## src/rtl/barramento_snooping_if.sv

```systemverilog
// Purpose : request/response and bus-observation signals of the snoop-bus controller.
// Latency : none (pure signal bundle).
// Backpress: requests are held by the processors until their ack pulse.
// Ports   : req/op/linha (processor requests), ack, ocupado, bus_owner, bus_msg,
//           mem_read, mem_write_back, aborta_acesso_mem, estado_tabela.
interface barramento_snooping_if;
  logic [2:0]  req;
  logic [2:0]  op;
  logic [5:0]  linha;
  logic [2:0]  ack;
  logic        ocupado;
  logic [1:0]  bus_owner;
  logic [1:0]  bus_msg;
  logic        mem_read;
  logic        mem_write_back;
  logic        aborta_acesso_mem;
  logic [23:0] estado_tabela;

  // Processor/memory side: drives requests, observes the controller.
  modport master (
    output req, op, linha,
    input  ack, ocupado, bus_owner, bus_msg, mem_read, mem_write_back,
           aborta_acesso_mem, estado_tabela
  );

  // Controller side.
  modport slave (
    input  req, op, linha,
    output ack, ocupado, bus_owner, bus_msg, mem_read, mem_write_back,
           aborta_acesso_mem, estado_tabela
  );
endinterface

```

## src/rtl/barramento_snooping.sv

```systemverilog
// Purpose : 3-processor MSI snoop-bus controller: round-robin arbitration, per-line
//           state table, one bus message per transaction, memory read or owner write-back.
// Latency : hit 2 cycles, invalidate 3, memory miss 3+MEM_LAT, supplied miss 3+WB_LAT.
// Backpress: one transaction at a time; other requesters hold req until their ack.
// Ports   : i_clk, i_rst (async, active-high), bus (barramento_snooping_if.slave).
module barramento_snooping #(
  parameter int MEM_LAT = 2,
  parameter int WB_LAT  = 1
) (
  input  logic                 i_clk,
  input  logic                 i_rst,
  barramento_snooping_if.slave bus
);

  typedef enum logic [2:0] {
    S_IDLE  = 3'd0,
    S_CHECK = 3'd1,
    S_SNOOP = 3'd2,
    S_WB    = 3'd3,
    S_MEM   = 3'd4,
    S_DONE  = 3'd5
  } state_t;

  localparam logic [1:0] ST_I = 2'b00;
  localparam logic [1:0] ST_S = 2'b01;
  localparam logic [1:0] ST_E = 2'b10;

  localparam logic [1:0] MSG_NONE = 2'b00;
  localparam logic [1:0] MSG_WM   = 2'b01;
  localparam logic [1:0] MSG_INV  = 2'b10;
  localparam logic [1:0] MSG_RM   = 2'b11;

  localparam logic [7:0] MEM_CNT_INIT = 8'(MEM_LAT - 1);
  localparam logic [7:0] WB_CNT_INIT  = 8'(WB_LAT - 1);

  state_t      r_state;
  state_t      w_next;

  logic [1:0]  r_owner;
  logic [1:0]  r_last;      // last granted processor; search starts after it
  logic        r_op;
  logic [1:0]  r_line;
  logic [1:0]  r_msg;
  logic [7:0]  r_cnt;
  logic [23:0] r_tab;

  logic        w_gnt_vld;
  logic [1:0]  w_gnt_idx;
  logic [1:0]  w_c0, w_c1, w_c2;

  logic [4:0]  w_own_base;
  logic [1:0]  w_own_s;
  logic [1:0]  w_own_new;
  logic        w_hit;
  logic [1:0]  w_check_msg;

  logic [23:0] w_tab_snoop;
  logic        w_supply;
  logic [4:0]  w_base;
  logic [1:0]  w_s;

  function automatic logic [1:0] rr_next(input logic [1:0] p);
    return (p == 2'd2) ? 2'd0 : p + 2'd1;
  endfunction

  // Round-robin grant: candidates in order after the last owner.
  always_comb begin
    w_c0      = rr_next(r_last);
    w_c1      = rr_next(w_c0);
    w_c2      = rr_next(w_c1);
    w_gnt_vld = 1'b1;
    w_gnt_idx = w_c0;
    if (bus.req[w_c0])      w_gnt_idx = w_c0;
    else if (bus.req[w_c1]) w_gnt_idx = w_c1;
    else if (bus.req[w_c2]) w_gnt_idx = w_c2;
    else                    w_gnt_vld = 1'b0;
  end

  // Owner's view of the latched line and the transaction classification.
  always_comb begin
    w_own_base  = {r_owner, 3'b000} + {2'b00, r_line, 1'b0};
    w_own_s     = r_tab[w_own_base +: 2];
    w_hit       = r_op ? (w_own_s == ST_E) : (w_own_s != ST_I);
    w_check_msg = MSG_NONE;
    if (r_op && (w_own_s == ST_S)) w_check_msg = MSG_INV;
    else if (r_op)                 w_check_msg = MSG_WM;
    else                           w_check_msg = MSG_RM;
    // A read hit keeps its state; a read miss lands shared; writes end exclusive.
    if (r_op)                   w_own_new = ST_E;
    else if (w_own_s != ST_I)   w_own_new = w_own_s;
    else                        w_own_new = ST_S;
  end

  // Receiver-side transitions applied to every non-owner copy of the line.
  always_comb begin
    w_tab_snoop = r_tab;
    w_supply    = 1'b0;
    w_base      = 5'd0;
    w_s         = ST_I;
    for (int p = 0; p < 3; p++) begin
      w_base = 5'(8 * p) + {2'b00, r_line, 1'b0};
      w_s    = r_tab[w_base +: 2];
      if (2'(p) != r_owner) begin
        case (w_s)
          ST_E: begin
            if (r_msg == MSG_RM) begin
              w_tab_snoop[w_base +: 2] = ST_S;
              w_supply                 = 1'b1;
            end else if (r_msg == MSG_WM) begin
              w_tab_snoop[w_base +: 2] = ST_I;
              w_supply                 = 1'b1;
            end
          end
          ST_S: begin
            if ((r_msg == MSG_WM) || (r_msg == MSG_INV))
              w_tab_snoop[w_base +: 2] = ST_I;
          end
          default: ;
        endcase
      end
    end
  end

  // FSM: state register.
  always_ff @(posedge i_clk or posedge i_rst) begin
    if (i_rst) r_state <= S_IDLE;
    else       r_state <= w_next;
  end

  // FSM: next state.
  always_comb begin
    w_next = r_state;
    case (r_state)
      S_IDLE:  if (w_gnt_vld) w_next = S_CHECK;
      S_CHECK: w_next = w_hit ? S_DONE : S_SNOOP;
      S_SNOOP: begin
        if (r_msg == MSG_INV) w_next = S_DONE;
        else if (w_supply)    w_next = S_WB;
        else                  w_next = S_MEM;
      end
      S_WB:    if (r_cnt == 8'd0) w_next = S_DONE;
      S_MEM:   if (r_cnt == 8'd0) w_next = S_DONE;
      S_DONE:  w_next = S_IDLE;
      default: w_next = S_IDLE;
    endcase
  end

  // FSM: outputs (Moore, decoded from state).
  always_comb begin
    bus.ack               = 3'b000;
    bus.ocupado           = (r_state != S_IDLE);
    bus.bus_owner         = r_owner;
    bus.bus_msg           = MSG_NONE;
    bus.mem_read          = 1'b0;
    bus.mem_write_back    = 1'b0;
    bus.aborta_acesso_mem = 1'b0;
    bus.estado_tabela     = r_tab;
    case (r_state)
      S_SNOOP: bus.bus_msg = r_msg;
      S_WB: begin
        bus.mem_write_back    = 1'b1;
        bus.aborta_acesso_mem = 1'b1;
      end
      S_MEM:   bus.mem_read = 1'b1;
      S_DONE:  bus.ack = 3'b001 << r_owner;
      default: ;
    endcase
  end

  // Datapath: latched request, latency counter and the coherence table.
  always_ff @(posedge i_clk or posedge i_rst) begin
    if (i_rst) begin
      r_owner <= 2'd0;
      r_last  <= 2'd2;   // so processor 0 is the first candidate
      r_op    <= 1'b0;
      r_line  <= 2'd0;
      r_msg   <= MSG_NONE;
      r_cnt   <= 8'd0;
      r_tab   <= 24'd0;
    end else begin
      case (r_state)
        S_IDLE: begin
          if (w_gnt_vld) begin
            r_owner <= w_gnt_idx;
            r_op    <= bus.op[w_gnt_idx];
            r_line  <= bus.linha[{w_gnt_idx, 1'b0} +: 2];
          end
        end
        S_CHECK: r_msg <= w_check_msg;
        S_SNOOP: begin
          r_tab <= w_tab_snoop;
          r_cnt <= w_supply ? WB_CNT_INIT : MEM_CNT_INIT;
        end
        S_WB, S_MEM: begin
          if (r_cnt != 8'd0) r_cnt <= r_cnt - 8'd1;
        end
        S_DONE: begin
          r_tab[w_own_base +: 2] <= w_own_new;
          r_last                 <= r_owner;
        end
        default: ;
      endcase
    end
  end

endmodule

```

## src/flat_wrapper.sv

```systemverilog
// flat-port wrapper written by rule: the top's interface ports become plain ports
module barramento_snooping_flat 
#(
  parameter int MEM_LAT = 2,
  parameter int WB_LAT  = 1
)
  (i_clk, i_rst, bus_req, bus_op, bus_linha, bus_ack, bus_ocupado, bus_bus_owner, bus_bus_msg, bus_mem_read, bus_mem_write_back, bus_aborta_acesso_mem, bus_estado_tabela);
  barramento_snooping_if bus_i ();
  input  logic i_clk;
  input  logic i_rst;
  input wire logic [$bits(bus_i.req)-1:0] bus_req;
  input wire logic [$bits(bus_i.op)-1:0] bus_op;
  input wire logic [$bits(bus_i.linha)-1:0] bus_linha;
  output wire logic [$bits(bus_i.ack)-1:0] bus_ack;
  output wire logic [$bits(bus_i.ocupado)-1:0] bus_ocupado;
  output wire logic [$bits(bus_i.bus_owner)-1:0] bus_bus_owner;
  output wire logic [$bits(bus_i.bus_msg)-1:0] bus_bus_msg;
  output wire logic [$bits(bus_i.mem_read)-1:0] bus_mem_read;
  output wire logic [$bits(bus_i.mem_write_back)-1:0] bus_mem_write_back;
  output wire logic [$bits(bus_i.aborta_acesso_mem)-1:0] bus_aborta_acesso_mem;
  output wire logic [$bits(bus_i.estado_tabela)-1:0] bus_estado_tabela;
  assign bus_i.req = bus_req;
  assign bus_i.op = bus_op;
  assign bus_i.linha = bus_linha;
  assign bus_ack = bus_i.ack;
  assign bus_ocupado = bus_i.ocupado;
  assign bus_bus_owner = bus_i.bus_owner;
  assign bus_bus_msg = bus_i.bus_msg;
  assign bus_mem_read = bus_i.mem_read;
  assign bus_mem_write_back = bus_i.mem_write_back;
  assign bus_aborta_acesso_mem = bus_i.aborta_acesso_mem;
  assign bus_estado_tabela = bus_i.estado_tabela;
  barramento_snooping #(.MEM_LAT(MEM_LAT), .WB_LAT(WB_LAT)) u_core (.i_clk(i_clk), .i_rst(i_rst), .bus(bus_i));
endmodule
```

## config.mk

```make
export PLATFORM = sky130hd
export DESIGN_NAME = barramento_snooping_flat
export DESIGN_NICKNAME = d
export VERILOG_FILES = /design/src/rtl/barramento_snooping_if.sv /design/src/rtl/barramento_snooping.sv /design/src/flat_wrapper.sv
export SDC_FILE = /design/constraint.sdc
export NUM_CORES = 1
export LEC_CHECK = 0
export CORE_MARGIN = 1
export CORE_UTILIZATION = 45
export DETAILED_ROUTE_END_ITERATION = 10
export MAX_ROUTING_LAYER = met4
export PLACE_DENSITY = 0.65
export SLEW_MARGIN = 25
export SYNTH_ARGS = -nofsm -noshare
export SYNTH_HDL_FRONTEND = slang
export SYNTH_SLANG_ARGS = --single-unit
export TNS_END_PERCENT = 100
```

## constraint.sdc

```tcl
create_clock -name i_clk -period 5 [get_ports i_clk]
set_input_delay 0.5 -clock i_clk [delete_from_list [all_inputs] [get_ports i_clk]]
set_output_delay 0.5 -clock i_clk [all_outputs]
set_load 0.03 [all_outputs]
```

==> metrics.txt <==
status finished, violations left; failing checks DRC; clock-pin slew on the worst setup and hold paths 0.09 ns; Synth Instances 536; Setup-failing EPs final 0; worst-path cell chain mux4_2, inv_1, ha_1, nand2_1, nor3_1, a22oi_1, a211o_1, a21oi_1; Logic pwr share 0.723; final std cells w/o fill 657; crit path max-delay cell type dfrtp_1; switching share of total power 0.576; IO Pins 49; htree depth 2; global route overflow 0; Peak VDD IR 349 uV; initial drt markers 417; post-DR wirelength/cell 22.4 um; largest area contributor in the netlist dfrtp_1; fin crit share 0.743; CP delay by family, top flip-flops; Max-cap violations 0; worst-path maximum fanout 22; Async SR Flop Fraction 1.00; clock buffer depth 2; Synth Area in Adders 0.0575; die height 97.8 um; Syn Area/Cell 7.71 um^2; Die ar. 9570 um^2; initial antenna violation count 1; number of gates resized after CTS 0; mapped cell area 4130 um^2; CP Buf/Inv Count 1; largest net degree at the start of global routing 45; area share of xor/xnor cells in the synthesized design 0.0170; first-pass GRT wire length 23,100 um; Sum Neg Setup Slack 0 ns; Initial Utilization 0.469; Worst Tran Pin Value between 0.9 and 1 ns; Final GP Congestion 0.955; Inst Count DP 648; die width 97.8 um; leakage 1.78 nW; WP data arrival 3.94 ns; mux contribution to synthesized area 0.0530; final net count 580; fraction of layout cells with a size suffix above 1 0.0584; Post-synth EDFFs 0; WS Path Type reg -> reg; post-route ant nets 0; # Post-CTS Setup Buffers 0; number of distinct library cells after synthesis 70; routed wire length 14,700 um; Warnings, synthesis 0; worst clock skew 0.00754 ns; Seq/Total Area, Yosys 0.267; net switching power 2.08 mW; critical path launch point type flop; Clock Latency Late Sink 0.30 ns; largest family of logic cells by synthesized area compound AO/OA/AOI/OAI gates; core area approximately 8800 um^2; drt via density ~6.7; port bufs 48; Worst Path Required 5.23 ns; Vias approximately 4,400; drt drc 6; number of global-route vias before repair 4,236; CTS tree done; ys flop type dfrtp_1; Layout area overhead 13.1%; GR Util met2 0.509; Synth Area in Compound Gates 0.282; Power Density 773 nW/um^2; top post-synthesis cells by area dfrtp_1 26%, nand2_1 6.8%, ha_1 5.8%; top cell type's share of synthesized area 0.260; GR Util All Layers 0.321; synthesis-stage register bit count 44; share of total power in the clock network 0.066; endpoints failing hold 0; clock root buffer master clkbuf_8; met3 Usage GRT 0.0565; GR peak layer met2; pins over their slew limit 0; DR pass1 iterations 8; number of core rows 34; Final min period 3.72 ns; worst hold path class reg -> reg; Flop pwr share 0.210; hold buffers post-CTS 0; HPWL Detailed 10,700 um; Num CTS Buffers 5; unrepaired setup endpoints after global routing false; fmax 0.269 GHz; Hold Worst Slack 0.487 ns; met1 Use GR 0.405; clk sinks between 40 and 50; Cell Int Power 1.53 mW; Synth Area in Simple Gates 0.255; Synth Net Count about 570; critical path's largest stage delay between 0.8 and 0.9 ns; Worst setup EP type flop; worst-case headroom to the max-slew limit 0.356
## cell usage after synthesis, drive strengths merged, types with 5 or more instances
library cell  instances
nand2                75
dfrtp                43
nor2                 42
o21ai                36
clkbuf               33
a21oi                26
inv                  25
nand3                20
ha                   19
nor3                 16
nand2b               13
buf                  12
a221oi               11
a221o                 9
a22oi                 8
a211oi                7
a31oi                 7
and3                  7
mux4                  6
nand4                 6
nor2b                 6
o211ai                6
o32ai                 6
a21boi                5
a2bb2oi               5
a32oi                 5
and2                  5
mux2i                 5
or3                   5
## worst paths after layout
path | from | to | slack (ns) | cells after the start
min in group asynchronous | i_rst | u_core.bus.estado_tabela[7]$_DFFE_PP0P_ | 0.64 | 2
max reg2reg | u_core.r_line[0]$_DFFE_PP0P_ | u_core.bus.estado_tabela[22]$_DFFE_PP0P_ | 1.28 | 8
min | u_core.r_last[1]$_DFFE_PP1P_ | u_core.r_last[1]$_DFFE_PP1P_ | 0.49 | 2
max in group asynchronous | i_rst | u_core.r_cnt[6]$_DFFE_PP0P_ | 3.85 | 2
min reg2reg | u_core.r_last[1]$_DFFE_PP1P_ | u_core.r_last[1]$_DFFE_PP1P_ | 0.49 | 2
max | u_core.r_line[0]$_DFFE_PP0P_ | u_core.bus.estado_tabela[22]$_DFFE_PP0P_ | 1.28 | 8
## registers in the layout, summed over array words and instances, names as in the netlist
signal,count
u_core.r_state,3
u_core.r_line,2
u_core.r_msg,2
u_core.bus.estado_tabela,24
u_core.r_op,1
u_core.r_last,2
u_core.r_cnt,8
u_core.bus.bus_owner,2
## through the flow
stage | total power, mW | setup WS [ns] | area (um^2) | utilization
3_3_place_gp | 3.27 | 1.50 | 4570 | 0.519
6_report | 3.61 | 1.28 | 4680 | 0.531
3_5_place_dp | 3.28 | 1.44 | 4570 | 0.519
5_1_grt | 3.85 | 1.09 | 4680 | 0.531
2_1_floorplan | 2.50 | 2.27 | 4130 | -
4_1_cts | 3.53 | 1.41 | 4660 | 0.529
## metal layers
layer / up-vias / share of wire
li1: 2003 / -
met1: 2108 / 0.43
met2: 229 / 0.47
met3: 49 / 0.061
met4: 0 / 0.043
met5: - / 0
## power by group through the flow
stage / clock [mW] / sequential, mW / combinational [mW]
detailed placement: 0 / 0.752 / 2.52
floorplan: 0 / 0.741 / 1.76
CTS: 0.247 / 0.744 / 2.54
global route: 0.258 / 0.781 / 2.81
global placement: 0 / 0.752 / 2.52
finish: 0.240 / 0.759 / 2.61
## cell usage in the layout, fill, tap and decap left out, types with 4 or more instances in the layout
cell | synthesis | final
o21ai_1 | 4 | 4
mux4_2 | 6 | 6
a21oi_1 | 25 | 25
o32ai_1 | 6 | 5
dfrtp_1 | 43 | 43
o21ai_0 | 32 | 32
inv_1 | 25 | 24
nor3_1 | 15 | 15
a22oi_1 | 8 | 8
a211oi_1 | 7 | 7
clkdlybuf4s50_1 | 0 | 48
or3_1 | 5 | 5
a2bb2oi_1 | 5 | 5
a21boi_0 | 5 | 5
nand2b_1 | 13 | 13
a32oi_1 | 5 | 5
a221oi_1 | 11 | 11
mux2i_1 | 5 | 5
nor2_1 | 41 | 41
nand2_1 | 75 | 75
a221o_1 | 8 | 8
xor2_1 | 4 | 4
ha_1 | 19 | 19
nand3b_1 | 4 | 4
o211ai_1 | 6 | 6
nand4_1 | 6 | 6
a31oi_1 | 7 | 7
and3_1 | 7 | 7
and2_1 | 4 | 4
a211o_1 | 4 | 4
xnor2_1 | 4 | 4
clkbuf_8 | 0 | 6
nand3_1 | 20 | 20
nor2b_1 | 6 | 6
o22ai_1 | 4 | 4
## cells by family (layout without fill, tap and decap cells)
family | Yosys count | after routing
flops | 44 | 44
xor+xnor | 8 | 8
buf+inv | 70 | 82
other cells | 0 | 1
fa+ha+maj | 19 | 19
mux | 14 | 14
compound gates | 165 | 165
simple gates | 216 | 216
## final cells by class
| class | count | area, um^2 |
|---|---|---|
| Clock buffer | 7 | 86.3 |
| Inverter | 25 | 95.1 |
| Fill cell | 816 | 4130 |
| Antenna cell | 1 | 2.50 |
| Timing Repair Buffer | 49 | 488 |
| Multi-Input combinational cell | 422 | 2760 |
| Clock inverter | 1 | 7.51 |
| Tap cell | 108 | 135 |
| Sequential cell | 44 | 1100 |
## worst register-to-register path: cells and delay by family, from the launching register on
family,cells,cell delay [ns]
adders and majority gates,1,0.69
and+or+nand+nor,2,0.72
DFF,1,0.88
buffers and inverters,1,0.08
muxes,1,0.65
AOI/OAI and AO/OA,3,0.63
No activity file was read; power rests on OpenSTA's default activity.
